===== src/rtl/karatsuba_seq_ctrl_26bit_if.sv =====
// Handshake bundle between the Karatsuba controller, its operand
// producer/result consumer and the shared half-width multiplier.
interface karatsuba_seq_ctrl_26bit_if #(
  parameter int N = 26
);
  localparam int H = N / 2;

  logic             in_valid;
  logic             in_ready;
  logic [N-1:0]     a_in;
  logic [N-1:0]     b_in;
  logic             mul_start;
  logic [H-1:0]     mul_a;
  logic [H-1:0]     mul_b;
  logic             mul_done;
  logic [2*H-2:0]   mul_prod;
  logic             out_valid;
  logic             out_ready;
  logic [2*N-2:0]   result;
  logic             busy;
  logic             err;

  modport master (
    output in_valid, a_in, b_in,
    output mul_done, mul_prod,
    output out_ready,
    input  in_ready, mul_start,
    input  mul_a, mul_b,
    input  out_valid, result,
    input  busy, err
  );

  modport slave (
    input  in_valid, a_in, b_in,
    input  mul_done, mul_prod,
    input  out_ready,
    output in_ready, mul_start,
    output mul_a, mul_b,
    output out_valid, result,
    output busy, err
  );
endinterface


===== src/rtl/karatsuba_seq_ctrl_26bit.sv =====
// Sequential Karatsuba controller: one shared HxH carry-less multiplier
// is issued low, middle and high partial products, then recombined.
module karatsuba_seq_ctrl_26bit #(
  parameter int N       = 26,
  parameter int TIMEOUT = 64
) (
  input  logic                         clk,
  input  logic                         rst_n,
  karatsuba_seq_ctrl_26bit_if.slave    bus
);

  localparam int H  = N / 2;
  localparam int PW = 2 * H - 1;
  localparam int RW = 2 * N - 1;
  localparam int CW = $clog2(TIMEOUT + 1);

  typedef enum logic [1:0] {
    IDLE,
    ISSUE,
    WAIT,
    DONE
  } state_t;

  state_t          state;
  logic [1:0]      k;
  logic [CW-1:0]   cnt;
  logic [N-1:0]    a_q;
  logic [N-1:0]    b_q;
  logic [PW-1:0]   pl;
  logic [PW-1:0]   pm;
  logic [PW-1:0]   ph;

  logic            in_ready_q;
  logic            mul_start_q;
  logic [H-1:0]    mul_a_q;
  logic [H-1:0]    mul_b_q;
  logic            out_valid_q;
  logic [RW-1:0]   result_q;
  logic            busy_q;
  logic            err_q;

  function automatic logic [H-1:0] opnd(
    input logic [N-1:0] x,
    input logic [1:0]   kk
  );
    logic [H-1:0] r;
    unique case (1'b1)
      kk == 2'd0: r = x[H-1:0];
      kk == 2'd1: r = x[H-1:0] ^ x[N-1:H];
      default:    r = x[N-1:H];
    endcase
    return r;
  endfunction

  // Middle term is corrected by Pl^Ph before the H-bit-offset overlap.
  function automatic logic [RW-1:0] combine(
    input logic [PW-1:0] l,
    input logic [PW-1:0] m,
    input logic [PW-1:0] h
  );
    logic [PW-1:0] mid;
    logic [RW-1:0] el;
    logic [RW-1:0] em;
    logic [RW-1:0] eh;
    mid = l ^ m ^ h;
    el  = {{(RW-PW){1'b0}}, l};
    em  = {{(RW-PW){1'b0}}, mid};
    eh  = {{(RW-PW){1'b0}}, h};
    return el ^ (em << H) ^ (eh << N);
  endfunction

  always_ff @(posedge clk or negedge rst_n) begin
    if (!rst_n) begin
      state       <= IDLE;
      k           <= '0;
      cnt         <= '0;
      a_q         <= '0;
      b_q         <= '0;
      pl          <= '0;
      pm          <= '0;
      ph          <= '0;
      in_ready_q  <= 1'b1;
      mul_start_q <= 1'b0;
      mul_a_q     <= '0;
      mul_b_q     <= '0;
      out_valid_q <= 1'b0;
      result_q    <= '0;
      busy_q      <= 1'b0;
      err_q       <= 1'b0;
    end else begin
      mul_start_q <= 1'b0;
      unique case (state)
        IDLE: begin
          if (bus.in_valid && in_ready_q) begin
            a_q         <= bus.a_in;
            b_q         <= bus.b_in;
            k           <= 2'd0;
            cnt         <= '0;
            err_q       <= 1'b0;
            in_ready_q  <= 1'b0;
            busy_q      <= 1'b1;
            mul_start_q <= 1'b1;
            mul_a_q     <= opnd(bus.a_in, 2'd0);
            mul_b_q     <= opnd(bus.b_in, 2'd0);
            state       <= ISSUE;
          end
        end
        ISSUE: begin
          cnt   <= '0;
          state <= WAIT;
        end
        WAIT: begin
          if (bus.mul_done) begin
            unique case (1'b1)
              k == 2'd0: pl <= bus.mul_prod;
              k == 2'd1: pm <= bus.mul_prod;
              default:   ph <= bus.mul_prod;
            endcase
            if (k == 2'd2) begin
              result_q    <= combine(pl, pm, bus.mul_prod);
              out_valid_q <= 1'b1;
              state       <= DONE;
            end else begin
              k           <= k + 2'd1;
              cnt         <= '0;
              mul_start_q <= 1'b1;
              mul_a_q     <= opnd(a_q, k + 2'd1);
              mul_b_q     <= opnd(b_q, k + 2'd1);
              state       <= ISSUE;
            end
          end else if (cnt == CW'(TIMEOUT - 1)) begin
            err_q      <= 1'b1;
            cnt        <= '0;
            in_ready_q <= 1'b1;
            busy_q     <= 1'b0;
            state      <= IDLE;
          end else begin
            cnt <= cnt + 1'b1;
          end
        end
        DONE: begin
          if (bus.out_ready) begin
            out_valid_q <= 1'b0;
            in_ready_q  <= 1'b1;
            busy_q      <= 1'b0;
            state       <= IDLE;
          end
        end
        default: begin
          in_ready_q  <= 1'b1;
          busy_q      <= 1'b0;
          out_valid_q <= 1'b0;
          state       <= IDLE;
        end
      endcase
    end
  end

  assign bus.in_ready  = in_ready_q;
  assign bus.mul_start = mul_start_q;
  assign bus.mul_a     = mul_a_q;
  assign bus.mul_b     = mul_b_q;
  assign bus.out_valid = out_valid_q;
  assign bus.result    = result_q;
  assign bus.busy      = busy_q;
  assign bus.err       = err_q;

endmodule


===== src/flat_wrapper.sv =====
// flat-port wrapper written by rule: the top's interface ports become plain ports
module karatsuba_seq_ctrl_26bit_flat 
#(
  parameter int N       = 26,
  parameter int TIMEOUT = 64
)
  (clk, rst_n, bus_in_valid, bus_a_in, bus_b_in, bus_mul_done, bus_mul_prod, bus_out_ready, bus_in_ready, bus_mul_start, bus_mul_a, bus_mul_b, bus_out_valid, bus_result, bus_busy, bus_err);
  karatsuba_seq_ctrl_26bit_if #(.N(N)) bus_i ();
  input  logic clk;
  input  logic rst_n;
  input wire logic [$bits(bus_i.in_valid)-1:0] bus_in_valid;
  input wire logic [$bits(bus_i.a_in)-1:0] bus_a_in;
  input wire logic [$bits(bus_i.b_in)-1:0] bus_b_in;
  input wire logic [$bits(bus_i.mul_done)-1:0] bus_mul_done;
  input wire logic [$bits(bus_i.mul_prod)-1:0] bus_mul_prod;
  input wire logic [$bits(bus_i.out_ready)-1:0] bus_out_ready;
  output wire logic [$bits(bus_i.in_ready)-1:0] bus_in_ready;
  output wire logic [$bits(bus_i.mul_start)-1:0] bus_mul_start;
  output wire logic [$bits(bus_i.mul_a)-1:0] bus_mul_a;
  output wire logic [$bits(bus_i.mul_b)-1:0] bus_mul_b;
  output wire logic [$bits(bus_i.out_valid)-1:0] bus_out_valid;
  output wire logic [$bits(bus_i.result)-1:0] bus_result;
  output wire logic [$bits(bus_i.busy)-1:0] bus_busy;
  output wire logic [$bits(bus_i.err)-1:0] bus_err;
  assign bus_i.in_valid = bus_in_valid;
  assign bus_i.a_in = bus_a_in;
  assign bus_i.b_in = bus_b_in;
  assign bus_i.mul_done = bus_mul_done;
  assign bus_i.mul_prod = bus_mul_prod;
  assign bus_i.out_ready = bus_out_ready;
  assign bus_in_ready = bus_i.in_ready;
  assign bus_mul_start = bus_i.mul_start;
  assign bus_mul_a = bus_i.mul_a;
  assign bus_mul_b = bus_i.mul_b;
  assign bus_out_valid = bus_i.out_valid;
  assign bus_result = bus_i.result;
  assign bus_busy = bus_i.busy;
  assign bus_err = bus_i.err;
  karatsuba_seq_ctrl_26bit #(.N(N), .TIMEOUT(TIMEOUT)) u_core (.clk(clk), .rst_n(rst_n), .bus(bus_i));
endmodule

===== config.mk =====
export PLATFORM = sky130hd
export DESIGN_NAME = karatsuba_seq_ctrl_26bit_flat
export DESIGN_NICKNAME = d
export VERILOG_FILES = /design/src/rtl/karatsuba_seq_ctrl_26bit_if.sv /design/src/rtl/karatsuba_seq_ctrl_26bit.sv /design/src/flat_wrapper.sv
export SDC_FILE = /design/constraint.sdc
export NUM_CORES = 1
export LEC_CHECK = 0
export CORE_MARGIN = 5
export CORE_UTILIZATION = 50
export DETAILED_ROUTE_END_ITERATION = 12
export MAX_ROUTING_LAYER = met4
export PLACE_DENSITY = 0.75
export SYNTH_ARGS = -nofsm -noshare
export SYNTH_HDL_FRONTEND = slang
export SYNTH_SLANG_ARGS = --single-unit

===== constraint.sdc =====
create_clock -name clk -period 2.3 [get_ports clk]
set_input_delay 0.46 -clock clk [delete_from_list [all_inputs] [get_ports clk]]
set_output_delay 0.46 -clock clk [all_outputs]
set_load 0.01 [all_outputs]

# Yosys cells after proc, flatten, opt, wreduce, memory -nomap -nowiden

Index checks and enable logic that the tools add are counted.

Register bits: 195
Output and inout bits: 82

$add $sub $neg: 2
Eq/ne operators: 16
Multiplexer cells: 43
Bitwise gates (word level): 6
Reduce and logical (&&, ||, !) cells: 18

Operators by type and width:

| cell                | count |
|---|---|
| $pmux 13 s2         | 4 |
| $mux 13             | 6 |
| $xor 51x51->51      | 1 |
| $xor 25x25->25      | 2 |
| $xor 25x38->38      | 1 |
| $mux 7              | 4 |
| $xor 13x13->13      | 2 |
| $pmux 7 s3          | 1 |
| $mux 2              | 8 |
| $reduce_and 3->1    | 5 |
| $mux 1              | 13 |
| $reduce_and 4->1    | 3 |
| $ne 2x2->1 const B  | 4 |
| $pmux 2 s4          | 1 |
| $add 7x1->7 const B | 1 |
| $eq 7x6->1 const B  | 1 |
| $eq 2x1->1 const B  | 3 |
| $eq 2x2->1 const B  | 3 |
| $logic_not 2->1     | 3 |
| $ne 2x1->1 const B  | 3 |
| $pmux 1 s2          | 3 |
| $pmux 1 s3          | 2 |
| $reduce_bool 3->1   | 2 |
| $reduce_and 5->1    | 1 |
| 7 further kinds     | 8 |

# Longest topological paths before layout

Gate-level depths: netlist (run 1).

Word-level depth: 6
Depth in mapped cells: 8
Gate-level depth less buffers: 6

# Worst setup path before layout (run 1)

Ideal clock, no wire load.

Kind: register -> register
Start point: register u_core.k[0]
End point: register u_core.mul_a_q[10], in the netlist u_core.bus.mul_a[10]
Setup time: 0.121 ns
Data arrival time: 1.536 ns
Required time: 2.179 ns
Path slack: 0.643 ns
Stages on the path, launching flop included: 8
Clock period less this slack: 1.657 ns
Cell sequence: dfrtp_1 inv_1 ha_1 nand3b_1 a21o_1 buf_2 clkbuf_1 a22o_1

Longest elaborated chain between the ends: 6

Ends and longest elaborated chain:

| item                                                 | RTL line                                                       | text |
|---|---|---|
| from (decl)                                          | karatsuba_seq_ctrl_26bit.sv:25                                 | `logic [1:0] k;` |
| from (signal assigned)                               | karatsuba_seq_ctrl_26bit.sv:124                                | `k <= k + 2'd1;` |
| $add 2x1->2                                          | karatsuba_seq_ctrl_26bit.sv:127                                | `mul_a_q <= opnd(a_q, k + 2'd1);` |
| $eq 2x1->1 / $logic_not 2->1 (equally long branches) | karatsuba_seq_ctrl_26bit.sv:49, karatsuba_seq_ctrl_26bit.sv:48 |  |
| $pmux 13 s2                                          | karatsuba_seq_ctrl_26bit.sv:47                                 | `unique case (1'b1)` |
| $mux 13                                              | karatsuba_seq_ctrl_26bit.sv:119                                | `if (k == 2'd2) begin` |
| $mux 13                                              | karatsuba_seq_ctrl_26bit.sv:113                                | `if (bus.mul_done) begin` |
| $pmux 13 s2                                          | karatsuba_seq_ctrl_26bit.sv:92                                 | `unique case (state)` |
| to (signal assigned)                                 | karatsuba_seq_ctrl_26bit.sv:103                                | `mul_a_q <= opnd(bus.a_in, 2'd0);` |
| to (signal assigned)                                 | karatsuba_seq_ctrl_26bit.sv:127                                |  |
| to (decl)                                            | karatsuba_seq_ctrl_26bit.sv:35                                 | `logic [H-1:0] mul_a_q;` |

Several ways; a longest one is shown, not always the timed one. The select of a mux whose other input is x is not followed.
A chain may end at the register's enable or synchronous reset.

# Worst setup path after layout (run 1)

Start point: register u_core.in_ready_q, in the netlist u_core.bus.in_ready
End point: output port bus_in_ready

RTL lines:

| item                   | RTL line                        | text |
|---|---|---|
| from (decl)            | karatsuba_seq_ctrl_26bit.sv:33  | `logic in_ready_q;` |
| from (signal assigned) | karatsuba_seq_ctrl_26bit.sv:82  | `in_ready_q <= 1'b1;` |
| from (signal assigned) | karatsuba_seq_ctrl_26bit.sv:100 | `in_ready_q <= 1'b0;` |
| from (signal assigned) | karatsuba_seq_ctrl_26bit.sv:134 | `in_ready_q <= 1'b1;` |
| to (decl)              | flat_wrapper.sv:17              | `output wire logic [$bits(bus_i.in_ready)-1:0] bus_in_ready;` |

No word-level cell between the ends.

==> impl_metrics.yaml, run 1 <==
clock_tree:
  clk_latency_ns: 0.43
  cts_tree: "done"
  ctsLongestPathBuffers: 2
  clk_pin_slew_ns: 0.07
  hold_buffers: 0
  cts-buffers-inserted: 17
  cts_setup_buffers: 0
  cts_root_buf: "clkbuf_16"
  htreeDepth: 4
  cts_resized: 0
  clock_sinks: 195
sta:
  finalCriticalPeriod_ns: 2.02
  rsz0062_at_grt: "no"
  setup_slack_ns: 0.282
  setup-violations-final: 0
  slew-limit-headroom_pct: 60.4
  period_share_pct: 87.7
  hold_viol_final: 0
  hold_slack_ns: 0.0515
  fin_skew_ns: 0.00992
  drv_slew: 0
  fmax_mhz: 495
  tightest_slew_ns: 0.595
  tns_ns: 0
grt:
  grt_pass1_wl_um: 33500
  track_usage_pct: 21.0
  grt_max_degree: 69
  grt_pass1_vias: 6768
  grt_antenna_before_repair: 0
  overflow: 0
die:
  fp.dieH_um: 144
  die-area_um2: 20700
  die_x_um: 144
  ios: 164
  start_util_pct: 50.3
  rows: 49
  core_area_um2: 17800
synthesis:
  synth-edff-count: 0
  syn_avg_cell_area_um2: 10.6
  syn-instance-count: 848
  yosys_most_used_dff: "dfrtp_1"
  synth.most_common_cell: "dfrtp_1"
  synth.cell_area_um2: 8970
  synth_top_area_share_pct: 54.1
  ys_top_cells_by_area: "dfrtp_1, mux2_2, o21ai_0"
  yosys.area.top_type: "dfrtp_1"
  yosysSeqAreaShare_pct: 54.4
  async_reset_ff_share_pct: 100
  syn-num-nets: 936
  yosys-top-cells-count: "dfrtp_1, o21ai_0, nand2_1"
  synth_seq_cells: 195
  synth_cell_types: 41
  synth_warnings: 0
critical_path:
  r2r_start: "u_core.state[1]$_DFFE_PN0P_"
  cp-end-kind: "output pin"
  crit_type: "register to output pin"
  r2r-end: "u_core.pm[16]$_DFFE_PN0P_"
  cp_slowest_stage_delay_ns: 0.58
  cp-start-kind: "register"
  critPathTopFamily: "flip-flops"
  reg2reg_depth: 3
  critical_path.cell_chain: "clkdlybuf4s50_1"
  cp.arrival_ns: 1.56
  path_buf_inv: 1
  worst-path-max-fanout: 6
  r2r_slack_ns: 0.41
  cp.required_ns: 1.84
  cp_slowest_cell: "dfstp_2"
pwr:
  p_sw_uw: 5230
  p_int_uw: 9720
  leakagePower_uw: 0.00497
  pwr-share-seq_pct: 39.6
  combPwrFrac_pct: 41.3
  clockPowerShare_pct: 19.1
  irDropWorstVdd_uv: 669
  swShare_pct: 35.0
  powerDensity_nw_per_um2: 1300
placement:
  place_area_um2: 11000
  dpl.hpwl_um: 13500
  port_buffers: 163
  gp_congestion: 0.783
  place_ws_ns: 0.0623
routing:
  drtAntennaViolNets: 0
  wl_per_cell_um: 16.2
  firstDrtPassIters: 5
  routed-via-count: 6521
  totalWireLength_um: 20100
  vias_per_cell: 5.25
  drc: 0
  drt_iter0_drc: 415
cells_and_area:
  nFillCells: 1421
  stdcell_area_um2: 11500
  final_util_pct: 64.6
  areaGrowthSynthToFinish_pct: 28.5
  drive_above_1_share_pct: 11.8
  nets: 1087
  diodes: 0
job:
  max-cap-violations: 0
min_path:
  hold_path_class: "input pin to asynchronous set/reset pin"
outcome:
  status: "completed"
## worst max path at each step
stage               cells past startpoint  slack, ns                                to                            start
detailed placement                      3       0.06         u_core.pm[18]$_DFFE_PN0P_                     bus_mul_done
CTS                                     1       0.26                      bus_in_ready  u_core.bus.in_ready$_DFFE_PN1P_
global route                            1       0.23                      bus_in_ready  u_core.bus.in_ready$_DFFE_PN1P_
finish                                  1       0.28                      bus_in_ready  u_core.bus.in_ready$_DFFE_PN1P_
global placement                        3       0.08         u_core.pm[15]$_DFFE_PN0P_                     bus_mul_done
floorplan                               7       0.64  u_core.bus.mul_a[10]$_DFFE_PN0P_          u_core.k[0]$_DFFE_PN0P_
## per-layer routing
metal | up-vias | GRT usage (%) | wire, um
met5 | - | - | 0
met4 | 0 | 5.90 | 250
met3 | 20 | 4.66 | 1140
met2 | 172 | 33.1 | 9780
met1 | 3151 | 27.5 | 8980
li1 | 3178 | - | -
## power by group through the flow
| stage | clock network, uW | registers [uW] | logic [uW] |
|---|---|---|---|
| 4_1_cts | 2900 | 5920 | 6250 |
| 3_5_place_dp | 0 | 5950 | 6220 |
| 2_1_floorplan | 0 | 6040 | 3580 |
| 3_3_place_gp | 0 | 5910 | 6020 |
| 6_report | 2850 | 5920 | 6170 |
| 5_1_grt | 3080 | 6110 | 6870 |
## registers in the layout, indices dropped and copies added (netlist names), 2 cells and up
name,count
u_core.state,2
u_core.bus.result,51
u_core.a_q,26
u_core.b_q,26
u_core.pl,25
u_core.pm,25
u_core.cnt,7
u_core.bus.mul_a,13
u_core.bus.mul_b,13
u_core.k,2
## area by class of cell
class	instances	area (um2)	share of cell area, %
Tap cell	229	287	2.49
Timing Repair Buffer	184	1930	16.8
Inverter	56	210	1.82
Clock inverter	15	141	1.23
Sequential cell	195	4880	42.4
Clock buffer	17	425	3.69
Multi-Input combinational cell	545	3650	31.7
## cells by family after synthesis
kind of cell	count (synthesis)	synth area share, %
AO/OA/AOI/OAI	208	14.2
multiplexers	76	9.54
buffers and inverters	108	5.10
XOR/XNOR	63	6.15
flip-flops	195	54.4
adder cells (fa/ha/maj)	6	0.837
AND/OR/NAND/NOR	192	9.75
## layout by cell type (no fill, tap or decap), drive strengths merged
cell | synthesis | layout
o21bai | 2 | 2
nand2 | 91 | 91
nor3 | 1 | 1
nand4 | 1 | 1
nand3 | 5 | 5
clkbuf | 25 | 18
inv | 56 | 65
xor2 | 1 | 1
o21a | 1 | 1
o31ai | 4 | 4
buf | 27 | 21
dfstp | 1 | 1
nand2b | 2 | 2
mux2 | 76 | 76
clkdlybuf4s50 | 0 | 162
a21o | 1 | 1
nor2 | 56 | 56
nand3b | 3 | 3
dfrtp | 194 | 194
and2 | 1 | 1
a31oi | 1 | 1
ha | 6 | 6
o21ai | 112 | 112
a21oi | 31 | 31
clkinv | 0 | 3
xnor2 | 62 | 62
a2bb2oi | 1 | 1
or3b | 1 | 1
a22o | 26 | 26
clkinvlp | 0 | 3
a32o | 2 | 2
and4 | 1 | 1
nor2b | 29 | 29
or3 | 1 | 1
o311ai | 27 | 27
## through the flow
stage | std cells | power [uW]
floorplan | 848 | 9620
detailed placement | 1209 | 12200
finish | 1241 | 14900
global route | 1241 | 16100
CTS | 1241 | 15100
global placement | 1209 | 11900
Power figures use the tool's default switching activity.
==> run 2: changes to the inputs <==
Settings changed: CORE_UTILIZATION 50 to 48.
Clock period 2.3 ns to 1.7 ns, I/O delays scaled along.
==> impl_metrics.yaml, run 2 (synthesis gave the netlist of run 1 again) <==
critical_path:
  critical_path.cell_chain: "clkdlybuf4s50_1"
  cp.arrival_ns: 1.32
  cp-end-kind: "output pin"
  worst-path-max-fanout: 2
  critPathTopFamily: "buffers and inverters"
  cp.required_ns: 1.36
  cp_slowest_cell: "clkdlybuf4s50_1"
  cp_slowest_stage_delay_ns: 0.54
  r2r_slack_ns: 0.06
  cp-start-kind: "register"
  path_buf_inv: 1
  crit_type: "register to output pin"
cells_and_area:
  stdcell_area_um2: 12000
  nets: 1114
  final_common_cell: "dfrtp_1"
  layout_common_cells: "dfrtp_1, o21ai_0, clkdlybuf4s50_1"
  diodes: 0
  final_util_pct: 64.3
  areaGrowthSynthToFinish_pct: 33.3
  drive_above_1_share_pct: 14.5
  final_cells: 1273
  largest_register_ffs: 51
clock_tree:
  clk_pin_slew_ns: 0.08
  cts_root_buf: "clkbuf_16"
  clk_latency_ns: 0.43
  cts-buffers-inserted: 17
  cts_tree: "done"
  clock_sinks: 195
  htreeDepth: 4
  ctsLongestPathBuffers: 2
die:
  die_x_um: 147
  die-area_um2: 21500
  core_area_um2: 18600
  rows: 50
  fp.dieH_um: 147
  ios: 164
  start_util_pct: 48.3
pwr:
  irDropWorstVdd_uv: 861
  powerDensity_nw_per_um2: 1750
  leakagePower_uw: 0.00572
routing:
  drc: 0
  wl_per_cell_um: 16.5
  totalWireLength_um: 21000
  firstDrtPassIters: 4
  routed-via-count: 6836
  drt_iter0_drc: 343
  drtAntennaViolNets: 0
  vias_per_cell: 5.37
sta:
  drv_slew: 0
  hold_viol_final: 0
  hold_slack_ns: 0.416
  fin_skew_ns: 0.0174
  fmax_mhz: 603
  setup-violations-final: 0
  period_share_pct: 97.5
  tightest_slew_ns: 0.408
  finalCriticalPeriod_ns: 1.66
  slew-limit-headroom_pct: 72.8
grt:
  overflow: 0
  grt_pass1_wl_um: 35200
  grt_antenna_before_repair: 0
  grt_max_degree: 54
  track_usage_pct: 20.5
  grt_pass1_vias: 7060
placement:
  dpl.hpwl_um: 14000
  port_buffers: 163
  place_area_um2: 11200
  dpl.cell_count: 1236
  gp_congestion: 0.811
outcome:
  status: "completed"
min_path:
  hold_path_class: "input pin to asynchronous set/reset pin"
job:
  max-cap-violations: 0
## run 2: cell types whose count changed in the layout (fill, tap and decap cells not counted), sizes merged, moves of 3 or more
cell / before / now
buf: 21 / 46
clkdlybuf4s50: 162 / 92
clkinv: 3 / 7
dlygate4sd2: 0 / 36
dlymetal6s2s: 0 / 34
inv: 65 / 62
## run 2: worst paths after layout
kind                                                      to  cells past startpoint                              start
setup / recovery                               bus_result[2]                      1   u_core.bus.result[2]$_DFFE_PN0P_
hold / removal             u_core.bus.result[12]$_DFFE_PN0P_                      2                              rst_n
setup reg to reg             u_core.bus.mul_b[9]$_DFFE_PN0P_                      6            u_core.k[1]$_DFFE_PN0P_
hold reg to reg            u_core.bus.result[26]$_DFFE_PN0P_                      2  u_core.bus.result[26]$_DFFE_PN0P_
max in group asynchronous    u_core.bus.mul_b[7]$_DFFE_PN0P_                      3                              rst_n
min in group clk                  u_core.a_q[16]$_DFFE_PN0P_                      3                       bus_a_in[16]
## run 2: area by class of cell
class | count | area, um2
flip-flops and latches | 195 | 4880
clock inverters | 15 | 186
fillers | 1439 | 6630
repair buffers | 211 | 2280
multi-input cells | 545 | 3680
inverters | 56 | 210
clock buffers | 17 | 425
well taps | 234 | 293
## run 2: layer usage
layer	GRT usage [%]	up-vias	share of wire (%)
met3	3.12	15	5.3
met4	5.22	0	0.94
li1	-	3243	-
met2	33.3	200	49
met5	-	-	0
met1	27.2	3378	45
## run 2: metrics by stage
step / power, uW / setup TNS (ns) / setup slack (ns)
after detailed placement: 16800 / -6.63 / -0.151
after floorplan: 13000 / 0 / 0.0426
after global placement: 16500 / -5.42 / -0.130
after global routing: 22300 / -0.0251 / -0.0197
after CTS: 20700 / 0 / 0.00114
final: 20900 / 0 / 0.0425
## run 2: timing repair
item / CTS / global route
hold buffers: 1 / 0
endpoints found under the setup margin: 62 / 63
gates cloned: 1 / 1
endpoints found under the hold margin: 39 / 0
resized for setup: 42 / 61
setup buffers: 0 / 2
## run 2: report_power, final
part           total [uW]  internal, uW  switching (uW)
registers            7980          6700            1270
clock network        4070          2120            1950
logic                8850          4640            4200
